## config.mk

```make
export PLATFORM = sky130hd
export DESIGN_NAME = game_manager
export DESIGN_NICKNAME = d
export VERILOG_FILES = /design/src/rtl/game_manager.sv
export SDC_FILE = /design/constraint.sdc
export NUM_CORES = 1
export LEC_CHECK = 0
export CAP_MARGIN = 40
export CORE_ASPECT_RATIO = 1.75
export CORE_MARGIN = 1.5
export CORE_UTILIZATION = 55
export DETAILED_ROUTE_END_ITERATION = 16
export PLACE_DENSITY = 0.79
export SETUP_SLACK_MARGIN = 0.15
export SLEW_MARGIN = 0
export SYNTH_ARGS = -nofsm -noshare
export SYNTH_HDL_FRONTEND = slang
export SYNTH_SLANG_ARGS = --single-unit
```

## constraint.sdc

```tcl
create_clock -name clk -period 3.6 [get_ports clk]
set_input_delay 0.54 -clock clk [delete_from_list [all_inputs] [get_ports clk]]
set_output_delay 0.54 -clock clk [all_outputs]
set_load 0.02 [all_outputs]
```

## src/rtl/game_manager.sv

```systemverilog
// game_manager: game sequencer between the keypad level selector and the
// note spawner/judge. It latches the difficulty, paces spawns with a
// fractional tick accumulator, tallies judge results and steps through
// IDLE -> PLAY -> DRAIN -> DONE until a restart returns it to IDLE.
module game_manager #(
    parameter int TICK_DIV = 1000,
    parameter int SCORE_W  = 8
) (
    input  logic               clk,
    input  logic               rst,
    input  logic [2:0]         level,
    input  logic               level_valid,
    input  logic               restart,
    input  logic               hit,
    input  logic               miss,
    output logic               spawn,
    output logic [2:0]         speed,
    output logic [4:0]         note_total,
    output logic [4:0]         notes_left,
    output logic [SCORE_W-1:0] score,
    output logic               playing,
    output logic               game_over,
    output logic               level_err,
    output logic [1:0]         state
);

    // The accumulator never exceeds TICK_DIV-1+4, so three spare bits are ample.
    localparam int ACC_W = $clog2(TICK_DIV) + 3;

    typedef enum logic [1:0] {
        S_IDLE  = 2'd0,
        S_PLAY  = 2'd1,
        S_DRAIN = 2'd2,
        S_DONE  = 2'd3
    } state_t;

    state_t             state_q, state_d;
    logic               armed_q, armed_d;
    logic [ACC_W-1:0]   acc_q, acc_d;
    logic [4:0]         spawned_q, spawned_d;
    logic [4:0]         resolved_q, resolved_d;
    logic [SCORE_W-1:0] score_q, score_d;
    logic [2:0]         speed_q, speed_d;
    logic [4:0]         note_total_q, note_total_d;
    logic [4:0]         notes_left_q, notes_left_d;
    logic               spawn_q, spawn_d;
    logic               level_err_q, level_err_d;

    logic [ACC_W-1:0]   acc_sum;
    logic               tick_due;
    logic               level_onehot;
    logic [5:0]         res_sum;
    logic [SCORE_W-1:0] score_cnt;
    logic [4:0]         resolved_cnt;

    // Shared arithmetic: next accumulator value, and saturating result counters.
    always_comb begin
        acc_sum      = acc_q + {{(ACC_W-3){1'b0}}, speed_q};
        tick_due     = (acc_sum >= ACC_W'(TICK_DIV));
        level_onehot = (level == 3'b001) || (level == 3'b010) || (level == 3'b100);

        // hit and miss together resolve two notes but score only one.
        res_sum = {1'b0, resolved_q} + {5'd0, hit} + {5'd0, miss};
        if (res_sum >= {1'b0, note_total_q}) begin
            resolved_cnt = note_total_q;
        end else begin
            resolved_cnt = res_sum[4:0];
        end

        if (hit && (score_q != {SCORE_W{1'b1}})) begin
            score_cnt = score_q + 1'b1;
        end else begin
            score_cnt = score_q;
        end
    end

    // Next-state logic for the sequencer and every registered output.
    always_comb begin
        // NOTE: every _d starts from a default so no path leaves it unassigned,
        // which keeps this block purely combinational (no inferred latches).
        state_d      = state_q;
        armed_d      = armed_q;
        acc_d        = acc_q;
        spawned_d    = spawned_q;
        resolved_d   = resolved_q;
        score_d      = score_q;
        speed_d      = speed_q;
        note_total_d = note_total_q;
        notes_left_d = notes_left_q;
        spawn_d      = 1'b0;
        level_err_d  = 1'b0;

        unique case (state_q)
            S_IDLE: begin
                if (!level_valid) begin
                    // Selector released: a fresh selection may now start a game.
                    armed_d = 1'b1;
                end else if (armed_q) begin
                    if (level_onehot) begin
                        // The one-hot code doubles as the 1/2/4 speed multiplier.
                        speed_d = level;
                        unique case (level)
                            3'b001:  note_total_d = 5'd8;
                            3'b010:  note_total_d = 5'd12;
                            default: note_total_d = 5'd16;
                        endcase
                        notes_left_d = note_total_d;
                        acc_d        = '0;
                        spawned_d    = '0;
                        resolved_d   = '0;
                        score_d      = '0;
                        state_d      = S_PLAY;
                    end else begin
                        level_err_d = 1'b1;
                    end
                end
            end

            S_PLAY: begin
                resolved_d = resolved_cnt;
                score_d    = score_cnt;
                if (tick_due) begin
                    acc_d        = acc_sum - ACC_W'(TICK_DIV);
                    spawn_d      = 1'b1;
                    spawned_d    = spawned_q + 5'd1;
                    notes_left_d = notes_left_q - 5'd1;
                    // The edge registering the last note also leaves PLAY.
                    if ((spawned_q + 5'd1) == note_total_q) begin
                        state_d = S_DRAIN;
                    end
                end else begin
                    acc_d = acc_sum;
                end
            end

            S_DRAIN: begin
                // Results arriving in the final DRAIN cycle still count.
                resolved_d = resolved_cnt;
                score_d    = score_cnt;
                if (resolved_q >= note_total_q) begin
                    state_d = S_DONE;
                end
            end

            default: begin
                // DONE: hold the final score and level until restart.
            end
        endcase

        // Restart overrides the state logic, including a spawn due this edge.
        if (restart) begin
            state_d      = S_IDLE;
            armed_d      = 1'b0;
            acc_d        = '0;
            spawned_d    = '0;
            resolved_d   = '0;
            score_d      = '0;
            speed_d      = '0;
            note_total_d = '0;
            notes_left_d = '0;
            spawn_d      = 1'b0;
            level_err_d  = 1'b0;
        end
    end

    // State registers with synchronous reset; armed comes up set.
    always_ff @(posedge clk) begin
        // NOTE: sequential state is updated only with non-blocking assignments so
        // every flop samples the pre-edge values regardless of statement order.
        if (rst) begin
            state_q      <= S_IDLE;
            armed_q      <= 1'b1;
            acc_q        <= '0;
            spawned_q    <= '0;
            resolved_q   <= '0;
            score_q      <= '0;
            speed_q      <= '0;
            note_total_q <= '0;
            notes_left_q <= '0;
            spawn_q      <= 1'b0;
            level_err_q  <= 1'b0;
        end else begin
            state_q      <= state_d;
            armed_q      <= armed_d;
            acc_q        <= acc_d;
            spawned_q    <= spawned_d;
            resolved_q   <= resolved_d;
            score_q      <= score_d;
            speed_q      <= speed_d;
            note_total_q <= note_total_d;
            notes_left_q <= notes_left_d;
            spawn_q      <= spawn_d;
            level_err_q  <= level_err_d;
        end
    end

    assign spawn      = spawn_q;
    assign speed      = speed_q;
    assign note_total = note_total_q;
    assign notes_left = notes_left_q;
    assign score      = score_q;
    assign level_err  = level_err_q;
    assign state      = state_q;
    assign playing    = (state_q == S_PLAY) || (state_q == S_DRAIN);
    assign game_over  = (state_q == S_DONE);

endmodule

```

==> run_summary.xml <==
<?xml version="1.0" encoding="UTF-8"?>
<metrics>
  <group name="outcome">
    <metric name="run_status" unit="">completed</metric>
  </group>
  <group name="placed_design">
    <metric name="placed_cell_count" unit="">470</metric>
    <metric name="dpl.hpwl" unit="um">6000</metric>
    <metric name="place_worst_setup_slack" unit="ns">0.310</metric>
    <metric name="placedInstanceArea" unit="sq um">3450</metric>
    <metric name="gpl.final_weighted_congestion" unit="">0.938</metric>
    <metric name="buffer_ports.inserted" unit="">33</metric>
  </group>
  <group name="timing">
    <metric name="final-setup-viol-count" unit="">0</metric>
    <metric name="rsz_0062_raised_after_global_routing" unit="">no</metric>
    <metric name="worst_clock_skew" unit="ns">0.00597</metric>
    <metric name="worst-slew-pin-transition" unit="ns">0.659</metric>
    <metric name="fin_ws" unit="ns">0.390</metric>
    <metric name="timing.hold.ws" unit="ns">0.485</metric>
    <metric name="setup_tns" unit="ns">0</metric>
    <metric name="timing.final.crit_period" unit="ns">3.21</metric>
    <metric name="maxClockFrequency" unit="MHz">312</metric>
    <metric name="finalHoldViolations" unit="">0</metric>
    <metric name="finalCritPeriodShare" unit="">0.892</metric>
    <metric name="maxSlewViolCount" unit="">0</metric>
    <metric name="relSlewSlack" unit="">0.559</metric>
  </group>
  <group name="logic_synthesis">
    <metric name="count_of_state_elements_after_synthesis" unit="">47</metric>
    <metric name="compound_gate_fraction_of_synth_area" unit="">0.260</metric>
    <metric name="synth_xor_area_frac" unit="">0.0689</metric>
    <metric name="synth.avg_cell_area" unit="sq um">8.27</metric>
    <metric name="netlist.area_leader.share" unit="">0.308</metric>
    <metric name="synthFlopType" unit="">dfxtp_1</metric>
    <metric name="synthArstFlopShare" unit="">0</metric>
    <metric name="synth_top_cell_by_area" unit="">dfxtp_1</metric>
    <metric name="adder_cell_share_of_the_synthesized_area" unit="">0.0911</metric>
    <metric name="synth_enable_flop_cells" unit="">0</metric>
    <metric name="fraction_of_synthesized_area_in_multiplexers" unit="">0.00984</metric>
    <metric name="synth_area" unit="sq um">3050</metric>
    <metric name="synth_cell_type_count" unit="">70</metric>
    <metric name="synth_top_family_by_area" unit="">compound AO/OA/AOI/OAI gates</metric>
    <metric name="yosysWarningCount" unit="">0</metric>
    <metric name="yosys-top-cells-area" unit="">dfxtp_1 (31%), ha_1 (7.8%), xnor2_1 (4.9%)</metric>
    <metric name="synth-seq-area-share" unit="">0.308</metric>
    <metric name="syn_inst" unit="">369</metric>
    <metric name="synth_simple_gate_area_frac" unit="">0.212</metric>
  </group>
  <group name="cells_and_area">
    <metric name="drive_gt1_frac" unit="">0.0842</metric>
    <metric name="finish.net_count" unit="">434</metric>
    <metric name="area.sequential" unit="sq um">941</metric>
    <metric name="multi_input_comb_area" unit="sq um">1960</metric>
    <metric name="areaGrowthSynthToFinish" unit="%">16.7</metric>
    <metric name="fin_area" unit="sq um">3560</metric>
    <metric name="fill_cells" unit="">480</metric>
    <metric name="diodes_inserted" unit="">0</metric>
    <metric name="final_cell_count_no_fill" unit="">478</metric>
    <metric name="layout.core_utilization" unit="">0.672</metric>
  </group>
  <group name="setup_path">
    <metric name="critical-path-max-stage-delay" unit="ns">0.42</metric>
    <metric name="start_kind" unit="">register</metric>
    <metric name="worst_setup_path_end_kind" unit="">register</metric>
    <metric name="worst-path-max-fanout" unit="">9</metric>
    <metric name="critical_path.slowest_cell" unit="">fa_1</metric>
    <metric name="cp_data_arrival_time" unit="ns">3.46</metric>
    <metric name="crit_path_cells" unit="">ha_1, inv_1, fa_1, nand2b_4, a21oi_1, xnor2_1, ha_1, inv_1, a31o_2, a31oi_4, buf_12, o21ai_1, a211oi_1, a41o_1</metric>
    <metric name="path_class" unit="">register to register</metric>
    <metric name="worst-endpoint-required" unit="ns">3.85</metric>
  </group>
  <group name="detailed_routing">
    <metric name="detail_route.drc_violations" unit="">0</metric>
    <metric name="avgRoutedWirePerCell" unit="um">16.0</metric>
    <metric name="drc_marker_count_from_the_first_detailed_route_iteration" unit="">143</metric>
    <metric name="vias" unit="">2872</metric>
    <metric name="post_drt_via_cell_ratio" unit="">6.01</metric>
    <metric name="drt.antenna.violating_nets" unit="">0</metric>
    <metric name="detailedRoute.firstPassIterationCount" unit="">4</metric>
    <metric name="postRouteWirelength" unit="um">7670</metric>
  </group>
  <group name="die">
    <metric name="placementRows" unit="">35</metric>
    <metric name="io_pins" unit="">36</metric>
    <metric name="core-area" unit="sq um">5300</metric>
    <metric name="initial_core_utilization" unit="">0.576</metric>
    <metric name="design.die.area" unit="sq um">6020</metric>
    <metric name="die_x" unit="um">59.3</metric>
    <metric name="die_y" unit="um">102</metric>
  </group>
  <group name="power">
    <metric name="worst_supply_voltage_drop_on_vdd" unit="mV">0.252</metric>
    <metric name="switchingPower" unit="mW">0.240</metric>
    <metric name="p_total" unit="mW">0.952</metric>
    <metric name="p_int" unit="mW">0.711</metric>
    <metric name="power_switching_share" unit="">0.253</metric>
    <metric name="clock_power_share" unit="">0.341</metric>
    <metric name="pwr-share-seq" unit="">0.553</metric>
    <metric name="leakage" unit="nW">1.23</metric>
    <metric name="power_density" unit="nW/um^2">267</metric>
    <metric name="comb_power_share" unit="">0.106</metric>
  </group>
  <group name="global_route">
    <metric name="first_global_vias" unit="">2942</metric>
    <metric name="grt_pass1_wl" unit="um">12700</metric>
    <metric name="grt_antenna_before_repair" unit="">0</metric>
    <metric name="overflow" unit="">0</metric>
    <metric name="grt_start_max_net_pins" unit="">25</metric>
    <metric name="global_route.usage.total" unit="">0.271</metric>
  </group>
  <group name="clocking">
    <metric name="cts_root_buffer" unit="">clkbuf_8</metric>
    <metric name="ctsHtreeMaxLevel" unit="">2</metric>
    <metric name="clock_insertion_delay_worst_skew" unit="ns">0.30</metric>
    <metric name="numCtsBuffers" unit="">5</metric>
    <metric name="cts_buffer_depth" unit="">2</metric>
    <metric name="cts_resized" unit="">0</metric>
    <metric name="clock-sinks" unit="">47</metric>
    <metric name="tritoncts" unit="">yes</metric>
    <metric name="clk_pin_slew_worst_paths" unit="ns">0.09</metric>
  </group>
  <group name="min_path">
    <metric name="hold_path_class" unit="">register to register</metric>
  </group>
  <group name="run">
    <metric name="timing.max_cap.violations" unit="">0</metric>
  </group>
</metrics>
layout make-up:
class / instances / area share
well taps: 74 / 0.0260
flip-flops and latches: 47 / 0.264
repair buffers: 38 / 0.107
clock buffers: 6 / 0.0232
clock inverters: 1 / 0.00141
multi-input cells: 287 / 0.552
inverters: 25 / 0.0264
cells by family after synthesis:
group                    count (synthesis)
AO/OA/AOI/OAI                          108
XOR/XNOR                                24
adder cells (fa/ha/maj)                 21
buffers and inverters                   36
flip-flops                              47
multiplexers                             3
other                                    1
AND/OR/NAND/NOR                        129
repair_timing:
action                     4_1_cts  5_1_grt
setup endpoints to repair        0        3
hold buffers                     0        0
setup buffers                    0        1
power groups by stage:
stage,clock [mW],sequential [mW],combinational (mW)
floorplan,0,0.542,0.0606
global placement,0,0.539,0.0983
detailed placement,0,0.539,0.100
CTS,0.328,0.527,0.100
global route,0.349,0.527,0.111
finish,0.324,0.527,0.101
cell usage after synthesis, types with 3 or more instances:
library cell	count
mux2i_1	3
o22ai_1	4
a21o_1	3
inv_1	24
o211ai_1	3
nor3_1	11
o21ai_0	17
nand3b_1	3
a31oi_1	9
nand2_1	32
ha_1	19
a22oi_1	7
a21oi_1	21
nor2_1	38
o21ai_1	4
nand4_1	3
xor2_1	7
dfxtp_1	47
o2111ai_1	3
and3_1	5
clkbuf_1	8
a22o_1	4
xnor2_1	17
nand3_1	16
path summary, 6_finish.rpt:
path / slack (ns) / depth (start not counted) / from / end
worst max-delay path: 0.39 / 14 / speed[0]$_SDFFE_PP0P_ / state[1]$_SDFFE_PP0P_
worst min register to register: 0.49 / 2 / speed[0]$_SDFFE_PP0P_ / speed[0]$_SDFFE_PP0P_
worst min-delay path: 0.49 / 2 / speed[0]$_SDFFE_PP0P_ / speed[0]$_SDFFE_PP0P_
worst max register to register: 0.39 / 14 / speed[0]$_SDFFE_PP0P_ / state[1]$_SDFFE_PP0P_
cell usage in the layout (no fill, tap or decap), types with 5 or more instances in the layout:
| master | count |
|---|---|
| dfxtp_1 | 47 |
| nor2_1 | 38 |
| clkdlybuf4s50_1 | 33 |
| nand2_1 | 32 |
| inv_1 | 24 |
| a21oi_1 | 21 |
| ha_1 | 19 |
| xnor2_1 | 17 |
| o21ai_0 | 17 |
| nand3_1 | 16 |
| nor3_1 | 11 |
| a31oi_1 | 9 |
| xor2_1 | 7 |
| a22oi_1 | 7 |
| clkbuf_8 | 6 |
| and3_1 | 5 |
metal layers:
| metal | vias up | wire (um) | global-route usage |
|---|---|---|---|
| met5 | - | 0 | 0 |
| met4 | 0 | 317 | 0.149 |
| met3 | 23 | 227 | 0.0319 |
| met2 | 74 | 4240 | 0.516 |
| met1 | 1375 | 2890 | 0.269 |
| li1 | 1400 | - | - |
state kept, by name, summed over array words and instances, names as in the netlist, 2 cells and up:
signal,count
note_total,3
spawned_q,5
score,8
acc_q,13
resolved_q,5
state,2
speed,3
notes_left,5
critical path: cells and delay by family, from the launching register on:
kind	cells	cell delay [ns]
xor+xnor	1	0.21
flops	1	0.36
compound gates	6	1.13
buf+inv	3	0.29
fa+ha+maj	3	0.94
simple gates	1	0.20
No activity file was read; power rests on OpenSTA's default activity.
